## src/rtl/multicycle_controller.sv

```systemverilog
// rtl/multicycle_controller.sv - multi-cycle MIPS control FSM
//
// Purpose: steps each instruction through FETCH/DECODE/EXEC/MEM/WB over a
// shared datapath. It decodes opcode/funct into datapath selects and issues
// write strobes per state. Memory requests are held until mem_ready, and a
// watchdog moves to a sticky ERR state if a memory request stalls too long.
//
// Ports:
//   clk, reset          clock, synchronous active-high reset
//   opcode, funct       IR[31:26], IR[5:0]
//   isEqual             ALU compare result (used in EXEC of beq)
//   mem_ready           memory acknowledge for the pending request
//   mem_req, memWrite   memory request / store qualifier
//   isByte              byte access (lb/sb)
//   irWrite, pcWrite    IR / PC load strobes
//   NPCOp               next-PC select: 00 PC+4, 01 beq, 10 jal, 11 jr
//   regWrite            GRF write strobe
//   regDst, memToReg    GRF write-address / write-data selects
//   aluOp, aluSrc       ALU function / immediate operand select
//   extOp               1 = sign-extend immediate
//   state, err          FSM state (FETCH=0..WB=4, ERR=7), sticky error
//   instr_cnt           retired-instruction count
//
// Optional feature: define MC_INSTR_CNT_EN to build the retired-instruction
// counter. Without it, instr_cnt is tied to zero.

module multicycle_controller #(
  parameter int MEM_LAT_MAX = 8,
  parameter int CNT_W       = 32
) (
  input  logic             clk,
  input  logic             reset,
  input  logic [5:0]       opcode,
  input  logic [5:0]       funct,
  input  logic             isEqual,
  input  logic             mem_ready,
  output logic             mem_req,
  output logic             memWrite,
  output logic             isByte,
  output logic             irWrite,
  output logic             pcWrite,
  output logic [1:0]       NPCOp,
  output logic             regWrite,
  output logic [1:0]       regDst,
  output logic [1:0]       memToReg,
  output logic [2:0]       aluOp,
  output logic             aluSrc,
  output logic             extOp,
  output logic [2:0]       state,
  output logic             err,
  output logic [CNT_W-1:0] instr_cnt
);

  typedef enum logic [2:0] {
    S_FETCH  = 3'd0,
    S_DECODE = 3'd1,
    S_EXEC   = 3'd2,
    S_MEM    = 3'd3,
    S_WB     = 3'd4,
    S_ERR    = 3'd7
  } state_e;

  localparam int WW = (MEM_LAT_MAX < 2) ? 1 : $clog2(MEM_LAT_MAX + 1);

  state_e          r_state;
  state_e          w_next;
  logic [WW-1:0]   r_wait_cnt;
  logic            w_wait;
  logic            w_timeout;

  logic w_add, w_sub, w_jr, w_ori, w_lw, w_sw, w_beq, w_lui, w_jal, w_lb, w_sb;
  logic w_load, w_store, w_alu;

  always_comb begin
    w_add   = (opcode == 6'h00) && (funct == 6'h20);
    w_sub   = (opcode == 6'h00) && (funct == 6'h22);
    w_jr    = (opcode == 6'h00) && (funct == 6'h08);
    w_ori   = (opcode == 6'h0d);
    w_lw    = (opcode == 6'h23);
    w_sw    = (opcode == 6'h2b);
    w_beq   = (opcode == 6'h04);
    w_lui   = (opcode == 6'h0f);
    w_jal   = (opcode == 6'h03);
    w_lb    = (opcode == 6'h20);
    w_sb    = (opcode == 6'h28);
    w_load  = w_lw | w_lb;
    w_store = w_sw | w_sb;
    w_alu   = w_add | w_sub | w_ori | w_lui;
  end

  // Datapath selects follow the IR in every state.
  always_comb begin
    regDst   = w_jal ? 2'b10 : ((w_add | w_sub) ? 2'b01 : 2'b00);
    memToReg = w_jal ? 2'b10 : (w_load ? 2'b01 : 2'b00);
    aluOp    = 3'b001;
    if (w_sub | w_beq) aluOp = 3'b000;
    else if (w_ori)    aluOp = 3'b010;
    else if (w_lui)    aluOp = 3'b011;
    aluSrc   = w_ori | w_lui | w_load | w_store;
    extOp    = w_load | w_store | w_beq;
    isByte   = w_lb | w_sb;
  end

  // A stall is any cycle with a request outstanding and no acknowledge.
  assign w_wait    = ((r_state == S_FETCH) || (r_state == S_MEM)) && !mem_ready;
  assign w_timeout = (MEM_LAT_MAX != 0) && w_wait &&
                     (32'(r_wait_cnt) == 32'(MEM_LAT_MAX - 1));

  always_comb begin
    w_next   = r_state;
    mem_req  = 1'b0;
    memWrite = 1'b0;
    irWrite  = 1'b0;
    pcWrite  = 1'b0;
    NPCOp    = 2'b00;
    regWrite = 1'b0;
    case (r_state)
      S_FETCH: begin
        mem_req = 1'b1;
        if (mem_ready) begin
          irWrite = 1'b1;
          pcWrite = 1'b1;
          w_next  = S_DECODE;
        end else if (w_timeout) begin
          w_next = S_ERR;
        end
      end
      S_DECODE: begin
        if (w_jal) begin
          // PC+4 is still in PC here, so the link write happens with the jump.
          pcWrite  = 1'b1;
          NPCOp    = 2'b10;
          regWrite = 1'b1;
          w_next   = S_FETCH;
        end else if (w_jr) begin
          pcWrite = 1'b1;
          NPCOp   = 2'b11;
          w_next  = S_FETCH;
        end else if (w_alu | w_load | w_store | w_beq) begin
          w_next = S_EXEC;
        end else begin
          w_next = S_FETCH;
        end
      end
      S_EXEC: begin
        if (w_beq) begin
          pcWrite = isEqual;
          NPCOp   = 2'b01;
          w_next  = S_FETCH;
        end else if (w_load | w_store) begin
          w_next = S_MEM;
        end else begin
          w_next = S_WB;
        end
      end
      S_MEM: begin
        mem_req  = 1'b1;
        memWrite = w_store;
        if (mem_ready)      w_next = w_load ? S_WB : S_FETCH;
        else if (w_timeout) w_next = S_ERR;
      end
      S_WB: begin
        regWrite = 1'b1;
        w_next   = S_FETCH;
      end
      S_ERR:   w_next = S_ERR;
      default: w_next = S_FETCH;
    endcase
    if (reset) begin
      mem_req  = 1'b0;
      memWrite = 1'b0;
      irWrite  = 1'b0;
      pcWrite  = 1'b0;
      NPCOp    = 2'b00;
      regWrite = 1'b0;
    end
  end

  always_ff @(posedge clk) begin
    if (reset) begin
      r_state    <= S_FETCH;
      r_wait_cnt <= '0;
    end else begin
      r_state    <= w_next;
      r_wait_cnt <= (w_wait && !w_timeout && (MEM_LAT_MAX != 0))
                    ? r_wait_cnt + WW'(1) : '0;
    end
  end

  assign state = r_state;
  assign err   = (r_state == S_ERR);

`ifdef MC_INSTR_CNT_EN
  logic [CNT_W-1:0] r_instr_cnt;
  logic             w_retire;

  // Every return to FETCH from a working state retires one instruction.
  assign w_retire = (r_state != S_FETCH) && (r_state != S_ERR) && (w_next == S_FETCH);

  always_ff @(posedge clk) begin
    if (reset)         r_instr_cnt <= '0;
    else if (w_retire) r_instr_cnt <= r_instr_cnt + CNT_W'(1);
  end

  assign instr_cnt = r_instr_cnt;
`else
  assign instr_cnt = '0;
`endif

endmodule

```

## config.mk

```make
export PLATFORM = sky130hd
export DESIGN_NAME = multicycle_controller
export DESIGN_NICKNAME = d
export VERILOG_FILES = /design/src/rtl/multicycle_controller.sv
export SDC_FILE = /design/constraint.sdc
export NUM_CORES = 1
export LEC_CHECK = 0
export BUFFER_PORTS_ARGS = -buffer_cell sky130_fd_sc_hd__buf_2
export CORE_UTILIZATION = 40
export CTS_CLUSTER_SIZE = 30
export DETAILED_ROUTE_END_ITERATION = 8
export GPL_TIMING_DRIVEN = 0
export PLACE_DENSITY = 0.8
export SYNTH_ARGS = -nofsm -noshare
export SYNTH_HDL_FRONTEND = slang
export SYNTH_SLANG_ARGS = --single-unit
export TNS_END_PERCENT = 100
```

## constraint.sdc

```tcl
create_clock -name clk -period 1.9 [get_ports clk]
set_input_delay 0.095 -clock clk [delete_from_list [all_inputs] [get_ports clk]]
set_output_delay 0.095 -clock clk [all_outputs]
set_load 0.01 [all_outputs]
```

==> key figures, run 1 <==
Outcome
  • Outcome: finished, final reports clean

Routing
  • WL final: 2190 µm
  • Detailed Routing Iterations Pass 1: 4
  • DR vias/cell: about 4.6
  • Routed len/inst: 10.0 µm
  • Starting DRT DRC Count: 10
  • DR DRC count: 0
  • Remaining antenna violation count: 0
  • Via count: between 900 and 1k

Clock tree
  • Clock buffer depth: 2
  • Number of post-CTS setup repair buffers: 0
  • Htree depth: 1
  • CTS tree: done
  • Clk pin slew, worst setup/hold paths: roughly 50 ps
  • Clock Sinks: 7
  • Hold-fix buffers at CTS: 0
  • Clk root buf: clkbuf_4
  • PostCTS Resize Cnt: 0
  • Worst skew pair latency: 250 ps
  • Total CTS buffers: 3

STA
  • Worst Tran Pin Value: 535 ps
  • Final worst path period share: between 90 and 100%
  • Hold Vio Cnt, Final: 0
  • Setup Skew: roughly 4.0 ps
  • Minimum clock period: 1780 ps
  • Final WS setup: ~120 ps
  • Fmax: 0.561 GHz
  • Slew margin rel.: ~64%
  • Unrepaired setup endpoints after global routing: no
  • Pins Over Slew Limit: 0
  • Setup TNS: 0 ps
  • Worst hold slack: 108 ps
  • # setup viols final: 0

Setup path
  • Reg2reg end: r_wait_cnt[3]
  • Cell chain of the critical path: buf_2 -> or4_4 -> nor4_4 -> nor2_2 -> a211oi_2 -> o21a_1 -> buf_2
  • Crit Path Category: input port to output pin
  • Worst-path fanout max: 6
  • Worst r2r path cells: 4
  • Slowest CP cell: or4_4
  • Worst r2r src: state[2]
  • Critical path origin: opcode[3]
  • Setup crit start kind: input port
  • Arrival time worst endpoint: between 1500 and 2000 ps
  • Crit end category: output pin
  • Delay of the slowest cell on the worst path: 570 ps
  • Worst setup path end: pcWrite
  • Most frequent CP cell: buf_2
  • Worst EP required: 1800 ps
  • Register-to-register setup slack: 440 ps

Yosys
  • Synth warn: 0
  • Sequential-to-total area share from yosys stat: about 15%
  • Mapped cell area: a little over 900 µm²
  • Mean post-synth cell area: approximately 7.5 µm²
  • Share of flip-flops with an asynchronous set or reset: 0%
  • Synth top cells by count: buf_4 (35), nor2_1 (12), dfxtp_1 (7)
  • Count of cell types in the netlist: 40
  • Synth top area share: between 20% and 30%
  • FF+latch count, synth: 7
  • Dominant synthesized flop cell: dfxtp_1
  • Post-synth EDFFs: 0
  • Synth Instances: 120
  • Most frequent cell after synthesis: buf_4
  • Synth area leader: buf_4
  • Synth area leaders: buf_4 (29%), dfxtp_1 (15%), nor2_1 (5.0%)

Hold path
  • Hold Crit Class: input port to flip-flop

Cells and area
  • Area Overhead vs Synth: 39.2%
  • Final core occ: between 60% and 70%
  • Final Instance Area: about 1300 µm²
  • Fin nets: between 200 and 250
  • Fraction of layout cells with a size suffix above 1: 42.9%
  • Diode count: 0
  • Final std cells w/o fill: about 220

GRT
  • Overflow after GRT: 0
  • First-pass GRT wire length: ~3500 µm
  • Total GRT Usage: roughly 18%
  • Vias in the first global route: 812
  • Initial antenna violation count: 0
  • Largest net degree at the start of global routing: 11

Placed design
  • Final HPWL DP: around 1800 µm
  • I/O Buffers: 35
  • Cell Area, Placed: 1230 µm²
  • GP Congestion: 0.853
  • Setup WS pre-CTS: around 58 ps
  • Dpl cells: 214

Floorplanning
  • Die ar.: approximately 2500 µm²
  • Core footprint: just over 2000 µm²
  • Initial Util: 44.4%
  • Die height: 49.6 µm
  • Top Ports: 69
  • Die X: 49.6 µm
  • Row count: 16

Power
  • Int Power: around 320 µW
  • Sw Ratio: 32.2%
  • Final Power: ~470 µW
  • Comb pwr share: about two fifths
  • Clock power frac: 28.7%
  • Pleak: 0.706 nW
  • Peak VDD IR: about 0.32 mV
  • Switching power: ~150 µW
  • PD cells: between 300 and 400 nW/µm²
  • Share of power burned in registers: approximately 33%

Flow run
  • # Max-Cap Violations: 0
[worst min path at each step]
stage           from       end  slack [ps]  depth (start not counted)
3_3_place_gp   reset  state[2]         370                          2
2_1_floorplan  reset  state[2]         160                          1
5_1_grt        reset  state[2]         120                          2
6_report       reset  state[2]         110                          2
3_5_place_dp   reset  state[2]         370                          2
4_1_cts        reset  state[2]         100                          2
[layout make-up]
type                            count  area [µm²]
Sequential cell                     7         140
Clock buffer                        4        26.3
Fill cell                         199         781
Tap cell                           27        33.8
Multi-Input combinational cell    106         608
Timing Repair Buffer               35         175
Buffer                             38         274
Inverter                            1        3.75
[cells in the final DEF, fill, tap and decap left out, types with 2 or more instances in the layout]
cell type / count
buf_4: 35
conb_1: 33
or4_4: 2
buf_2: 35
nor3_1: 5
a21oi_1: 3
nor4_1: 2
clkbuf_1: 4
and3_1: 4
clkbuf_4: 3
nor2b_1: 5
nand2_1: 4
o21ai_1: 2
nand2b_1: 2
xnor2_1: 2
and4_2: 2
nor3b_1: 2
nand3_1: 4
dfxtp_1: 7
a221oi_1: 2
nor2_1: 12
[state kept, by name (all words and copies together) (netlist names)]
signal      count
state           3
r_wait_cnt      4
[cell families (layout without fill, tap and decap cells)]
logic type	count (synthesis)	after routing	synth area share, %
adders and majority gates	1	1	1.38
AOI/OAI and AO/OA	15	15	11.6
buffers and inverters	39	78	30.7
other	1	33	0.414
and+or+nand+nor	54	54	37.6
xor gates and xnor gates	3	3	2.90
DFF	7	7	15.5
[critical path, delay by kind of cell]
family / cells / cell delay (ps)
buffers and inverters: 2 / 260
AND/OR/NAND/NOR: 3 / 950
AO/OA/AOI/OAI: 2 / 380
[power by group through the flow]
stage	clock, mW	sequential, mW	combinational [mW]
detailed placement	0	0.157	0.173
CTS	0.137	0.154	0.174
global route	0.149	0.154	0.196
global placement	0	0.157	0.171
floorplan	0	0.157	0.128
finish	0.133	0.154	0.178
[metal layers]
| metal | vias up | GRT usage [%] | share of wire, % |
|---|---|---|---|
| li1 | 499 | - | - |
| met1 | 428 | 21.3 | 39 |
| met2 | 70 | 31.1 | 48 |
| met3 | 0 | 4.94 | 14 |
| met4 | 0 | 4.29 | 0 |
| met5 | - | 0 | 0 |
(Power assumes the default switching activity.)
==> run 2: changes to the inputs <==
Settings changed: ABC_AREA from default to 1, GPL_TIMING_DRIVEN 0 to 1.
==> key figures, run 2 <==
Outcome
  • Outcome: finished, final reports clean

Routing
  • Routed len/inst: 8.25 µm
  • DR vias/cell: between 4 and 5
  • Remaining antenna violation count: 0
  • WL final: around 1700 µm
  • Highest routed metal layer: met3
  • Routed wl met3: 100 µm
  • Wire length on met2: around 860 µm
  • DR DRC count: 0
  • Via count: approximately 900
  • Detailed Routing Iterations Pass 1: 4
  • M1 WL: 790 µm
  • Starting DRT DRC Count: 25

Yosys
  • Post-synthesis simple-gate area fraction: 36.0%
  • Share of flip-flops with an asynchronous set or reset: 0%
  • Synth Instances: 150
  • Synth warn: 0
  • Largest family of logic cells by synthesized area: buffers and inverters
  • Count of cell types in the netlist: 21
  • FF+latch count, synth: 7
  • Xor/xnor share of the synthesized area: under 10%
  • Synth top cells by count: buf_4 (35), nand2_1 (24), nor2_1 (19)
  • Post-synth EDFFs: 0
  • Most frequent cell after synthesis: buf_4
  • Synth area leaders: buf_4 (29%), dfxtp_1 (15%), nand2_1 (9.9%)
  • Multiplexer area fraction after synthesis: 0%
  • Post-Synth Adder-Cell Area: around 1.4%
  • Mapped cell area: slightly above 900 µm²
  • Synth top area share: slightly below 30%
  • Complex-gate fraction of the synthesized area: 6.46%
  • Sequential-to-total area share from yosys stat: 15.4%
  • Mean post-synth cell area: 6.06 µm²
  • Dominant synthesized flop cell: dfxtp_1
  • Synth area leader: buf_4

Floorplanning
  • Row count: 16
  • Die X: 49.7 µm
  • Top Ports: 69
  • Die height: 49.7 µm
  • Die ar.: roughly 2500 µm²
  • Initial Util: 44.5%
  • Core footprint: approximately 2000 µm²

GRT
  • Largest net degree at the start of global routing: 10
  • Initial antenna violation count: 0
  • Overflow after GRT: 0
  • Vias in the first global route: 669
  • Total GRT Usage: 13.1%
  • First-pass GRT wire length: between 2000 and 3000 µm

Clock tree
  • Htree depth: 1
  • Clk pin slew, worst setup/hold paths: approximately 60 ps
  • Clock Sinks: 7
  • Hold-fix buffers at CTS: 0
  • CTS tree: done
  • Total CTS buffers: 3
  • Clk root buf: clkbuf_4
  • Worst skew pair latency: ~250 ps
  • Clock buffer depth: 2
  • PostCTS Resize Cnt: 0
  • Number of post-CTS setup repair buffers: 0

Cells and area
  • Diode count: 0
  • Fraction of layout cells with a size suffix above 1: about a quarter
  • Commonest non-fill, non-tap cell in the layout: buf_2
  • Area Overhead vs Synth: 9.90%
  • Most frequent cells in the layout: buf_2 (35), conb_1 (33), nand2_1 (24), nor2_1 (19), inv_1 (18)
  • Fin nets: 203
  • Fillers: between 200 and 250
  • Final std cells w/o fill: roughly 210
  • Max FFs per register: 4
  • Top reg by flops: r_wait_cnt

Setup path
  • Crit Path Category: flip-flop to output pin
  • Worst EP required: ~1800 ps
  • Arrival time worst endpoint: about 1500 ps
  • Setup crit start kind: flip-flop
  • Worst-path fanout max: 7
  • Crit end category: output pin

STA
  • Final WS setup: roughly 340 ps
  • Final worst path period share: 82.0%
  • Unrepaired setup endpoints after global routing: no
  • # setup viols final: 0
  • Hold Vio Cnt, Final: 0
  • Pins Over Slew Limit: 0
  • Fmax: between 0.6 and 0.7 GHz
  • Setup TNS: 0 ps
  • Setup Skew: 2.22 ps
  • Minimum clock period: approximately 1600 ps

Placed design
  • Final HPWL DP: roughly 1600 µm
  • Setup WS pre-CTS: 615 ps
  • GP Congestion: around 0.8
  • Dpl cells: 208
  • I/O Buffers: 35

Power
  • Peak VDD IR: a little over 0.4 mV
  • PD cells: slightly above 400 nW/µm²
  • Pleak: 0.623 nW

Hold path
  • Hold Crit Class: input port to flip-flop

Flow run
  • # Max-Cap Violations: 0
[run 2: cell count changes after synthesis, sizes merged, moves of 4 or more]
cell / change
nor4: -4
nand3: +14
nand2: +20
inv: +20
nor2b: -5
nor2: +6
a21oi: +7
and3: -4
[run 2: worst paths after layout]
| check | startpoint | to | slack, ps | cells past startpoint |
|---|---|---|---|---|
| max | state[0] | pcWrite | 340 | 7 |
| min | reset | state[0] | 150 | 2 |
| max reg2reg | state[0] | state[0] | 640 | 7 |
| min reg2reg | r_wait_cnt[0] | r_wait_cnt[0] | 460 | 1 |
[run 2: stage by stage]
stage	cell area (µm²)	hold slack (ps)	utilization [%]	total power, mW
detailed placement	972	405	47.6	0.280
floorplan	1030	244	-	0.292
global placement	972	403	47.6	0.279
finish	1000	152	49.0	0.410
global route	1000	161	49.0	0.433
CTS	1000	153	49.0	0.411
[run 2: kinds of logic (layout without fill, tap and decap cells)]
kind of cell | Yosys count | in the layout
AND/OR/NAND/NOR | 70 | 70
buffers and inverters | 58 | 61
AO/OA/AOI/OAI | 11 | 11
flip-flops | 7 | 7
XOR/XNOR | 2 | 2
adder cells (fa/ha/maj) | 1 | 1
other | 1 | 33
[run 2: layout make-up]
type,instances,area (µm²),share of cell area (%)
multi-input cells,117,541,54.1
repair buffers,35,175,17.5
flip-flops and latches,7,140,14.0
inverters,22,82.6,8.26
well taps,27,33.8,3.38
clock buffers,3,22.5,2.25
clock inverters,1,5.00,0.501
[run 2: layer usage]
layer	track usage (%)	vias to the layer above
li1	-	471
met1	17.8	399
met2	21.6	39
met3	1.85	0
met4	2.86	0
met5	0	-
[run 2: where the power goes]
group	switching (mW)	leakage, nW	internal [mW]	total, mW
Combinational	0.0844	0.549	0.0356	0.120
Sequential	0.00627	0.0569	0.151	0.158
Clock	0.0558	0.0177	0.0768	0.133
Total	0.146	0.623	0.264	0.410
[run 2: worst max-delay path: stages (launching register included)]
cell	delay (ps)
dfxtp_1	460
inv_2	100
nor3_2	180
nand3_1	150
nand2_1	90
nor2_1	40
nor2_1	60
buf_2	130
==> run 3: changes to the inputs <==
Settings changed: CORE_UTILIZATION 40 to 36, PLACE_DENSITY 0.8 to 0.76.
Clock period 1.9 ns to 1.3 ns, I/O delays scaled along.
==> key figures, run 3 (same netlist as run 2, synthesis figures left out) <==
Outcome
  • Outcome: complete, but fails checks
  • Failing checks: negative setup slack

Cells and area
  • Diode count: 0
  • Final Instance Area: between 1000 and 1500 µm²
  • Fin nets: 212
  • Commonest non-fill, non-tap cell in the layout: buf_2
  • Top reg by flops: r_wait_cnt
  • Fraction of layout cells with a size suffix above 1: around 37%
  • Max FFs per register: 4
  • Fillers: 233
  • Area Overhead vs Synth: 24.8%
  • Final core occ: 49.4%
  • Final std cells w/o fill: roughly 220
  • Area of the multi-input gates: approximately 600 µm²
  • Register area: about 150 µm²
  • Most frequent cells in the layout: buf_2 (35), conb_1 (33), nand2_1 (22), inv_1 (18), nor2_1 (17)

STA
  • Setup TNS: -257 ps
  • Hold Vio Cnt, Final: 0
  • Minimum clock period: ~1400 ps
  • Unrepaired setup endpoints after global routing: yes
  • Setup Skew: slightly above 2 ps
  • Worst hold slack: 104 ps
  • Pins Over Slew Limit: 0
  • Final WS setup: -118 ps
  • Final worst path period share: 109%
  • # setup viols final: 5
  • Fmax: approximately 0.7 GHz

Clock tree
  • Clock buffer depth: 2
  • CTS tree: done
  • Clk pin slew, worst setup/hold paths: 50 ps
  • Worst skew pair latency: about 240 ps
  • Clk root buf: clkbuf_4
  • Hold-fix buffers at CTS: 0
  • Total CTS buffers: 3
  • Htree depth: 1
  • Clock Sinks: 7

Routing
  • WL final: approximately 2100 µm
  • Routed len/inst: 9.57 µm
  • DR vias/cell: between 4 and 5
  • Remaining antenna violation count: 0
  • Via count: between 900 and 1k
  • DR DRC count: 0
  • Starting DRT DRC Count: 35
  • Detailed Routing Iterations Pass 1: 4

Setup path
  • Setup crit start kind: flip-flop
  • Critical path origin: state[0]
  • Worst setup path end: mem_req
  • Register-to-register setup slack: 40 ps
  • Worst-path fanout max: 4
  • Arrival time worst endpoint: approximately 1400 ps
  • Worst r2r src: state[0]
  • Crit end category: output pin
  • Worst r2r path cells: 7
  • Worst EP required: approximately 1200 ps
  • Crit Path Category: flip-flop to output pin
  • Reg2reg end: r_wait_cnt[2]

Placed design
  • I/O Buffers: 35
  • Setup WS pre-CTS: ~3 ps
  • Cell Area, Placed: 988 µm²
  • GP Congestion: between 0.7 and 0.8
  • Dpl cells: about 210
  • Final HPWL DP: ~1500 µm

GRT
  • Overflow after GRT: 0
  • Total GRT Usage: roughly 15%
  • First-pass GRT wire length: slightly above 3000 µm
  • Initial antenna violation count: 0
  • Vias in the first global route: between 700 and 800
  • Largest net degree at the start of global routing: 10

Power
  • Peak VDD IR: ~0.52 mV
  • Final Power: about 630 µW
  • Pleak: 0.660 nW
  • PD cells: between 500 and 600 nW/µm²

Flow run
  • # Max-Cap Violations: 0

Floorplanning
  • Top Ports: between 60 and 70
  • Die ar.: between 2000 and 3000 µm²
  • Initial Util: about two fifths
  • Die X: 52.3 µm
  • Row count: 17
  • Core footprint: around 2300 µm²
  • Die height: about 52 µm

Hold path
  • Hold Crit Class: input port to flip-flop
run 3: changes by cell type in the layout (fill, tap and decap cells not counted), sizes merged:
cell / delta
buf: +9
clkbuf: +1
clkinv: -1
run 3: cell type report:
cell class | instances | share of cell area (%)
tap | 28 | 3.09
multi-input combinational | 117 | 51.9
sequential | 7 | 13.6
inverter | 22 | 7.72
timing repair buffer | 44 | 21.4
clock buffer | 4 | 2.32
run 3: power breakdown:
group	internal (mW)	switching (mW)	total, mW
Clock	0.117	0.0732	0.190
Combinational	0.0756	0.139	0.214
Sequential	0.219	0.0109	0.229
Total	0.411	0.223	0.634
run 3: worst min path at each step:
stage,from,to,slack [ps],depth (start not counted)
detailed placement,reset,state[1],360,2
global route,reset,state[1],120,2
floorplan,opcode[2],isByte,180,1
global placement,reset,state[1],370,2
finish,reset,state[1],100,2
CTS,reset,state[1],90,2
run 3: metal layers:
layer | up-vias | part of all wire, % | GRT usage [%] | wire length, µm
met5 | - | 0 | 0 | 0
met4 | 0 | 2.2 | 5.70 | 47
met3 | 8 | 5.6 | 2.03 | 118
met2 | 47 | 50 | 25.6 | 1050
met1 | 433 | 43 | 17.6 | 905
li1 | 498 | - | - | -
run 3: timing repair:
item / CTS / global route
setup buffers: 2 / 5
gates resized for setup: 10 / 12
hold endpoints to repair: 0 / 0
endpoints found under the setup margin: 6 / 9
pin swaps: 2 / 4
run 3: worst max-delay path, cell delays in order (launching register included):
cell and delay (ps):
dfxtp_4 370, inv_6 70, buf_4 110, nand3_1 100, buf_4 160, a21oi_2 150
buf_2 150
